**src/rtl/edge_frame_ctrl.sv**
```systemverilog
// Frame sequencer: streams one frame (plus flush lines) into the edge filter, thresholds its output into edge memory.
// Stream and writes lag reads/filter beats by one register; no backpressure, one beat per de cycle each way.
module edge_frame_ctrl #(
  parameter int WIDTH       = 8,
  parameter int H_RES       = 640,
  parameter int V_RES       = 480,
  parameter int H_BLANK     = 16,
  parameter int VS_LEN      = 4,
  parameter int FLUSH_LINES = 2,
  parameter int SKIP_PIX    = 641,
  parameter int DRAIN_CYC   = 8,
  parameter int AW          = $clog2(H_RES*V_RES)
) (
  input  logic             clk,
  input  logic             rstn,
  input  logic             start,
  input  logic [WIDTH-1:0] thresh,
  output logic             busy,
  output logic             done,
  output logic             err,
  output logic             fb_rd_en,
  output logic [AW-1:0]    fb_rd_addr,
  input  logic [WIDTH-1:0] fb_rd_data,
  output logic             f_vsync,
  output logic             f_hsync,
  output logic             f_de,
  output logic [WIDTH-1:0] f_data,
  input  logic             f_o_de,
  input  logic [WIDTH-1:0] f_o_data,
  output logic             em_wr_en,
  output logic [AW-1:0]    em_wr_addr,
  output logic             em_wr_data
);

  localparam int TOTAL  = H_RES * V_RES;
  localparam int BEATS  = (V_RES + FLUSH_LINES) * H_RES;
  localparam int CMAX   = (BEATS > SKIP_PIX) ? BEATS : SKIP_PIX;
  localparam int CW     = $clog2(CMAX + 1);
  localparam int PM1    = (H_RES > H_BLANK) ? H_RES : H_BLANK;
  localparam int PM2    = (VS_LEN > DRAIN_CYC) ? VS_LEN : DRAIN_CYC;
  localparam int PH_MAX = (PM1 > PM2) ? PM1 : PM2;
  localparam int PW     = $clog2(PH_MAX + 1);
  localparam int LMAX   = (V_RES > FLUSH_LINES) ? V_RES : FLUSH_LINES;
  localparam int LW     = $clog2(LMAX + 1);

  localparam logic [PW-1:0] VS_END  = PW'(VS_LEN - 1);
  localparam logic [PW-1:0] H_END   = PW'(H_RES - 1);
  localparam logic [PW-1:0] HB_END  = PW'(H_BLANK - 1);
  localparam logic [PW-1:0] DR_END  = PW'(DRAIN_CYC - 1);
  localparam logic [PW-1:0] HS_LEN  = PW'(2);
  localparam logic [LW-1:0] L_END   = LW'(V_RES - 1);
  localparam logic [LW-1:0] FL_END  = LW'(FLUSH_LINES - 1);
  localparam logic [AW-1:0] RD_END  = AW'(TOTAL - 1);
  localparam logic [CW-1:0] TOTAL_C = CW'(TOTAL);
  localparam logic [CW-1:0] SKIP_C  = CW'(SKIP_PIX);

  typedef enum logic [2:0] {S_IDLE, S_VS, S_LINE, S_HB, S_FLUSH, S_DRAIN, S_FIN} state_t;

  state_t           state, state_nxt;
  logic [PW-1:0]    ph, ph_nxt;
  logic [LW-1:0]    ln, ln_nxt;
  logic             fl_blank, fl_blank_nxt;
  logic [AW-1:0]    rd_addr, rd_addr_nxt;
  logic             accept;
  logic             vs_ph, hs_ph, de_ph, src_ph;
  logic             src_fb;
  logic [CW-1:0]    beat_cnt, wr_cnt;
  logic [WIDTH-1:0] thresh_q;

  always_ff @(posedge clk or negedge rstn) begin
    if (!rstn) begin
      state    <= S_IDLE;
      ph       <= '0;
      ln       <= '0;
      fl_blank <= 1'b0;
      rd_addr  <= '0;
    end else begin
      state    <= state_nxt;
      ph       <= ph_nxt;
      ln       <= ln_nxt;
      fl_blank <= fl_blank_nxt;
      rd_addr  <= rd_addr_nxt;
    end
  end

  always_comb begin
    state_nxt    = state;
    ph_nxt       = ph;
    ln_nxt       = ln;
    fl_blank_nxt = fl_blank;
    rd_addr_nxt  = rd_addr;
    accept       = 1'b0;
    busy         = (state != S_IDLE);
    done         = (state == S_FIN);
    err          = (state == S_FIN) && (wr_cnt != TOTAL_C);
    fb_rd_en     = (state == S_LINE);
    vs_ph        = (state == S_VS);
    src_ph       = (state == S_LINE);
    de_ph        = (state == S_LINE) || (state == S_FLUSH && !fl_blank);
    hs_ph        = ((state == S_HB) || (state == S_FLUSH && fl_blank)) && (ph < HS_LEN);
    case (state)
      S_IDLE: begin
        if (start) begin
          accept       = 1'b1;
          state_nxt    = S_VS;
          ph_nxt       = '0;
          ln_nxt       = '0;
          fl_blank_nxt = 1'b0;
          rd_addr_nxt  = '0;
        end
      end
      S_VS: begin
        if (ph == VS_END) begin
          state_nxt = S_LINE;
          ph_nxt    = '0;
        end else ph_nxt = ph + 1'b1;
      end
      S_LINE: begin
        // Address parks on the last pixel rather than wrapping past the frame.
        if (rd_addr != RD_END) rd_addr_nxt = rd_addr + 1'b1;
        if (ph == H_END) begin
          state_nxt = S_HB;
          ph_nxt    = '0;
        end else ph_nxt = ph + 1'b1;
      end
      S_HB: begin
        if (ph == HB_END) begin
          ph_nxt = '0;
          if (ln == L_END) begin
            ln_nxt    = '0;
            state_nxt = (FLUSH_LINES > 0) ? S_FLUSH : S_DRAIN;
          end else begin
            ln_nxt    = ln + 1'b1;
            state_nxt = S_LINE;
          end
        end else ph_nxt = ph + 1'b1;
      end
      S_FLUSH: begin
        if (!fl_blank) begin
          if (ph == H_END) begin
            fl_blank_nxt = 1'b1;
            ph_nxt       = '0;
          end else ph_nxt = ph + 1'b1;
        end else if (ph == HB_END) begin
          ph_nxt       = '0;
          fl_blank_nxt = 1'b0;
          if (ln == FL_END) state_nxt = S_DRAIN;
          else ln_nxt = ln + 1'b1;
        end else ph_nxt = ph + 1'b1;
      end
      S_DRAIN: begin
        if (ph == DR_END) begin
          state_nxt = S_FIN;
          ph_nxt    = '0;
        end else ph_nxt = ph + 1'b1;
      end
      S_FIN:   state_nxt = S_IDLE;
      default: state_nxt = S_IDLE;
    endcase
  end

  assign fb_rd_addr = rd_addr;

  // Sync/de ride one register behind the read so they line up with the RAM's 1-cycle data.
  always_ff @(posedge clk or negedge rstn) begin
    if (!rstn) begin
      f_vsync <= 1'b0;
      f_hsync <= 1'b0;
      f_de    <= 1'b0;
      src_fb  <= 1'b0;
    end else begin
      f_vsync <= vs_ph;
      f_hsync <= hs_ph;
      f_de    <= de_ph;
      src_fb  <= src_ph;
    end
  end

  assign f_data = src_fb ? fb_rd_data : '0;

  always_ff @(posedge clk or negedge rstn) begin
    if (!rstn) begin
      beat_cnt   <= '0;
      wr_cnt     <= '0;
      thresh_q   <= '0;
      em_wr_en   <= 1'b0;
      em_wr_addr <= '0;
      em_wr_data <= 1'b0;
    end else if (accept) begin
      beat_cnt <= '0;
      wr_cnt   <= '0;
      thresh_q <= thresh;
      em_wr_en <= 1'b0;
    end else begin
      em_wr_en <= 1'b0;
      if (f_o_de && busy) begin
        // beat_cnt only needs to reach SKIP_PIX, so it saturates there.
        if (beat_cnt < SKIP_C) begin
          beat_cnt <= beat_cnt + 1'b1;
        end else if (wr_cnt < TOTAL_C) begin
          em_wr_en   <= 1'b1;
          em_wr_addr <= wr_cnt[AW-1:0];
          em_wr_data <= (f_o_data >= thresh_q);
          wr_cnt     <= wr_cnt + 1'b1;
        end
      end
    end
  end

endmodule

```
**config.mk**
```make
export PLATFORM = sky130hd
export DESIGN_NAME = edge_frame_ctrl
export DESIGN_NICKNAME = d
export VERILOG_FILES = /design/src/rtl/edge_frame_ctrl.sv
export SDC_FILE = /design/constraint.sdc
export NUM_CORES = 1
export LEC_CHECK = 0
export CORE_MARGIN = 2
export CORE_UTILIZATION = 25
export CTS_CLUSTER_DIAMETER = 40
export CTS_CLUSTER_SIZE = 12
export DETAILED_ROUTE_END_ITERATION = 12
export GPL_TIMING_DRIVEN = 0
export SKIP_LAST_GASP = 1
export SYNTH_ARGS = -nofsm -noshare
export SYNTH_HDL_FRONTEND = slang
export SYNTH_SLANG_ARGS = --single-unit
```
**constraint.sdc**
```tcl
create_clock -name clk -period 3.75 [get_ports clk]
set_clock_uncertainty 0.1 [all_clocks]
set_input_delay 0.75 -clock clk [delete_from_list [all_inputs] [get_ports clk]]
set_output_delay 0.75 -clock clk [all_outputs]
set_load 0.02 [all_outputs]
```
# Word level (Yosys, flattened, before mapping)
# Index checks and enable logic that the tools add are counted.
# op_classes
n_addsub	5
n_lt_le_gt_ge	4
eq_ne	25
mux	46
n_bitwise	2
n_reduce_logical	25
# ops
op	n
19-bit 2-to-1 mux	9
10-bit 2-to-1 mux	6
10-bit one-hot mux with 6 select lines	1
19-bit by 1-bit adder with 19-bit output, second input constant	3
9-bit 2-to-1 mux	6
19-bit != test, second input constant	2
19-bit one-hot mux with 2 select lines	1
3-bit 2-to-1 mux	9
9-bit one-hot mux with 3 select lines	1
19-bit by 10-bit < comparator with 1-bit output, second input constant	1
19-bit < comparator, second input constant	1
3-bit one-hot mux with 6 select lines	1
2-bit by 1-bit != test with 1-bit output, second input constant	6
10-bit by 1-bit adder with 10-bit output, second input constant	1
10-bit equality test, second input constant	1
10-bit by 2-bit equality test with 1-bit output, second input constant	1
10-bit by 3-bit equality test with 1-bit output, second input constant	1
10-bit by 4-bit equality test with 1-bit output, second input constant	1
10-bit by 2-bit < comparator with 1-bit output, second input constant	1
1-bit 2-to-1 mux	10
2-bit != test, second input constant	5
2-bit nonzero test	5
9-bit by 1-bit adder with 9-bit output, second input constant	1
3-bit equality test, second input constant	3
other kinds (19)	30
# word_totals
reg_bits	113
input_bits	28
output_inout_bits	55

# Logic depth before layout (Yosys ltp)
# depth
depth_word	5
ltp_mapped	10
ltp_nobuf	7

# Least setup slack after synthesis
# Ideal clock, no wire load.
# synth_path
kind	register to output
from	register state[2]
to	output port err
arrival_ns	1.496
slack_ns	1.404
path_stages_with_launch	6
path_buffers	2
cell_sequence	dfrtp_1 buf_2 buf_1 nand2_1 nor2_1 o31a_1
# synth_between
elab_chain_len	2
# synth_rtl
element	line_no	source
from (decl)	59	state_t state, state_nxt;
from (signal assigned)	78	state <= state_nxt;
3-bit equality test	-	
named net done	19	output logic done,
1-bit logical AND	95	err = (state == S_FIN) && (wr_cnt != TOTAL_C);
to (decl)	20	output logic err,
# The timed path passes the listed nets, and every way through them passes these cells.

# Worst setup path in the final report
# layout_path
from	register state[2]
to	output port err
# layout_between
elab_chain_len	2
# layout_rtl
element	line_no
3-bit equality test	95
1-bit logical AND	95
# No other way between the ends.

==> run metrics <==
clock tree buffer depth 2; routability congestion estimate from global placement 0.8055; top_reg_cell synth dfrtp_1; Internal approximately 2.5 mW; Seq/Total Area, Yosys 0.4783; crit path launch type register; first-pass GRT wire length 25.43 mm; layout cells sized above 1 0.07437; vias post-DR between 5000 and 6000; Avg Inst Size Synth just over 9 um2; Worst-path clk slew 0.06 ns; placed cell count 1040; Num CTS Buffers 17; Reg power frac 0.401; Core Area between 20000 and 25000 um2; cell depth of the worst flop-to-flop path 6; syn nets 681; Die Span Y 157.8 um; CTS Hold Bufs 0; RSZ-0062 raised after global routing no; Die ar. ~25000 um2; htree depth 4; ranking of synthesized cells by area dfrtp_1 48%, nand2_1 6.2%, ha_1 3.2%, nand3_1 3.0%, nor2_1 2.8%; DRC Markers 0; most frequent cell after synthesis dfrtp_1; later-pin clock latency in the skew report ~0.42 ns; max_cap viols 0; FMAX about 0.28 GHz; combinational power share 0.057; first-iteration detailed-routing DRC count 328; vias per cell about 4.8; 1st-pass router iterations 5; worst-margin pin slew about 0.8 ns; synthesized cell area just under 6000 um2; via count of the first global-routing pass approximately 4900; Synth warnings 0; Mapped Cells between 600 and 700; Clock power frac 0.542; # rows 56; PortBufs between 80 and 90; critical path class register to primary output; fin crit period 3.545 ns; Synth top area share 0.4783; status finished clean; Area Growth Syn to Fin 32.00%; post-CTS sizing 0; final hold violations 0; #FFs+latches synth around 110; critical-path maximum fanout 10; WHS ~0.13 ns; clk sinks approximately 110; Setup-failing EPs final 0; total I/O pin count slightly above 80; GRT Total Usage 0.1288; Fillers between 2000 and 2500; Worst R2R End wr_cnt[16]$_DFFE_PN0P_; ANT cells 0; initial antenna violation count 0; PD cells between 400 and 500 nW/um2; Post-CTS Setup Bufs 0; maximum VDD drop 0.0002558 V; Max-slew headroom 0.4685; Unique masters post-synth 61; Leakage between 3 and 4 nW; root buf cell clkbuf_16; chip width ~160 um; routed len/inst between 10 and 15 um; Period Utilization, post-route 0.9453; total grt overflow 0; Routed WL between 15 and 20 mm; Initial Utilization 0.2534; RR Startpoint state[2]$_DFFE_PN0P_; Synth async-reset ratio 1.000; worst path required time roughly 2.9 ns; switch share 0.2235; detailed placement HPWL between 10 and 15 mm; CTS tree done; Final ANT Viol Nets 0; Max Transition Viols Final 0; CP arrival around 2.7 ns; Post-synth EDFFs 0; Layout Cells excl Fill 1072; Psw around 730 uW; largest area contributor in the netlist dfrtp_1; crit end category primary output; Final #Nets 783; Hold Crit Class primary input to async pin; r2r setup slk slightly above 1 ns; synth cell count leaders 113 x dfrtp_1, 97 x nand2_1, 44 x nor2_1; largest net degree at the start of global routing 75
[logic make-up after synthesis]
group | share of synthesized area
AOI/OAI and AO/OA | 0.1494
xor gates and xnor gates | 0.02963
muxes | 0.01418
buffers and inverters | 0.03492
DFF | 0.4783
adders and majority gates | 0.03175
and+or+nand+nor | 0.2618
[power groups by stage]
stage,logic (mW),clock network (mW),registers (mW)
2_1_floorplan,0.0938,0,1.32
3_3_place_gp,0.181,0,1.32
3_5_place_dp,0.187,0,1.33
4_1_cts,0.190,1.80,1.30
5_1_grt,0.212,1.85,1.31
6_report,0.186,1.77,1.30
[area by class of cell]
type / instances / area, um2 / area share
well taps: 319 / 399.1 / 0.05115
flip-flops and latches: 113 / 2828 / 0.3624
inverters: 25 / 93.84 / 0.01203
multi-input cells: 473 / 2878 / 0.3688
plain buffers: 27 / 112.6 / 0.01443
clock buffers: 18 / 429.2 / 0.05499
repair buffers: 83 / 849.6 / 0.1089
clock inverters: 14 / 214.0 / 0.02742
[sequential cells by signal, indices dropped and copies added (netlist names)]
| name | count |
|---|---|
| f_vsync | 1 |
| ph | 10 |
| em_wr_en | 1 |
| thresh_q | 8 |
| em_wr_addr | 19 |
| f_de | 1 |
| ln | 9 |
| wr_cnt | 19 |
| f_hsync | 1 |
| state | 3 |
| fb_rd_addr | 19 |
| em_wr_data | 1 |
| src_fb | 1 |
| beat_cnt | 19 |
| fl_blank | 1 |
[worst max-delay path by stage]
stage                         startpoint                       to  slack (ns)  depth (start not counted)
floorplan           state[2]$_DFFE_PN0P_                      err        1.40                          5
global placement                    rstn  thresh_q[1]$_DFFE_PN0P_       -2.86                          1
detailed placement                 start  beat_cnt[9]$_DFFE_PN0P_        0.63                          5
CTS                 state[2]$_DFFE_PN0P_                      err        0.25                          6
global route        state[2]$_DFFE_PN0P_                      err        0.02                          6
finish              state[2]$_DFFE_PN0P_                      err        0.21                          6
[worst max-delay path: stages, from the launching register on]
cell	delay, ns
dfrtp_1	0.33
buf_2	0.20
buf_1	0.36
nand2_1	0.12
nor2_1	0.39
o31a_1	0.26
clkdlybuf4s50_1	0.61
[cell usage in the layout (no fill, tap or decap), types with 5 or more instances in the layout]
cell type,count
bufinv_16,5
a211oi_1,5
a21o_1,13
buf_2,9
or4_1,8
clkbuf_16,17
nand3_1,36
and4_1,5
a21oi_1,17
o31ai_1,10
buf_1,5
o21ai_0,31
or3_1,9
nor3b_1,7
and2_1,16
nor2_1,44
o211ai_1,8
nor4_1,16
xnor2_1,16
nor3_1,15
ha_1,15
a211o_1,5
and3_1,18
o41ai_1,5
nand4_1,10
nand2_1,97
nor4b_1,5
mux2i_1,5
inv_1,25
clkdlybuf4s50_1,81
clkbuf_1,14
dfrtp_1,113
[per-layer routing]
layer	up-vias	GRT usage	share of wire
li1	2519	-	-
met1	2436	0.1833	0.51
met2	131	0.1911	0.43
met3	14	0.03340	0.051
met4	0	0.03810	0.011
met5	-	0	0
[through the flow]
stage | worst slack (ns) | util | instance area (um2) | setup TNS (ns) | power (mW)
after floorplan | 1.405 | - | 5912 | 0 | 1.416
after global placement | -2.858 | 0.3057 | 7132 | -321.72 | 1.505
after detailed placement | 0.6333 | 0.3069 | 7161 | 0 | 1.513
after CTS | 0.2495 | 0.3345 | 7804 | 0 | 3.299
after global routing | 0.01517 | 0.3345 | 7804 | 0 | 3.374
final | 0.2053 | 0.3345 | 7804 | 0 | 3.256
Power figures use the tool's default switching activity.
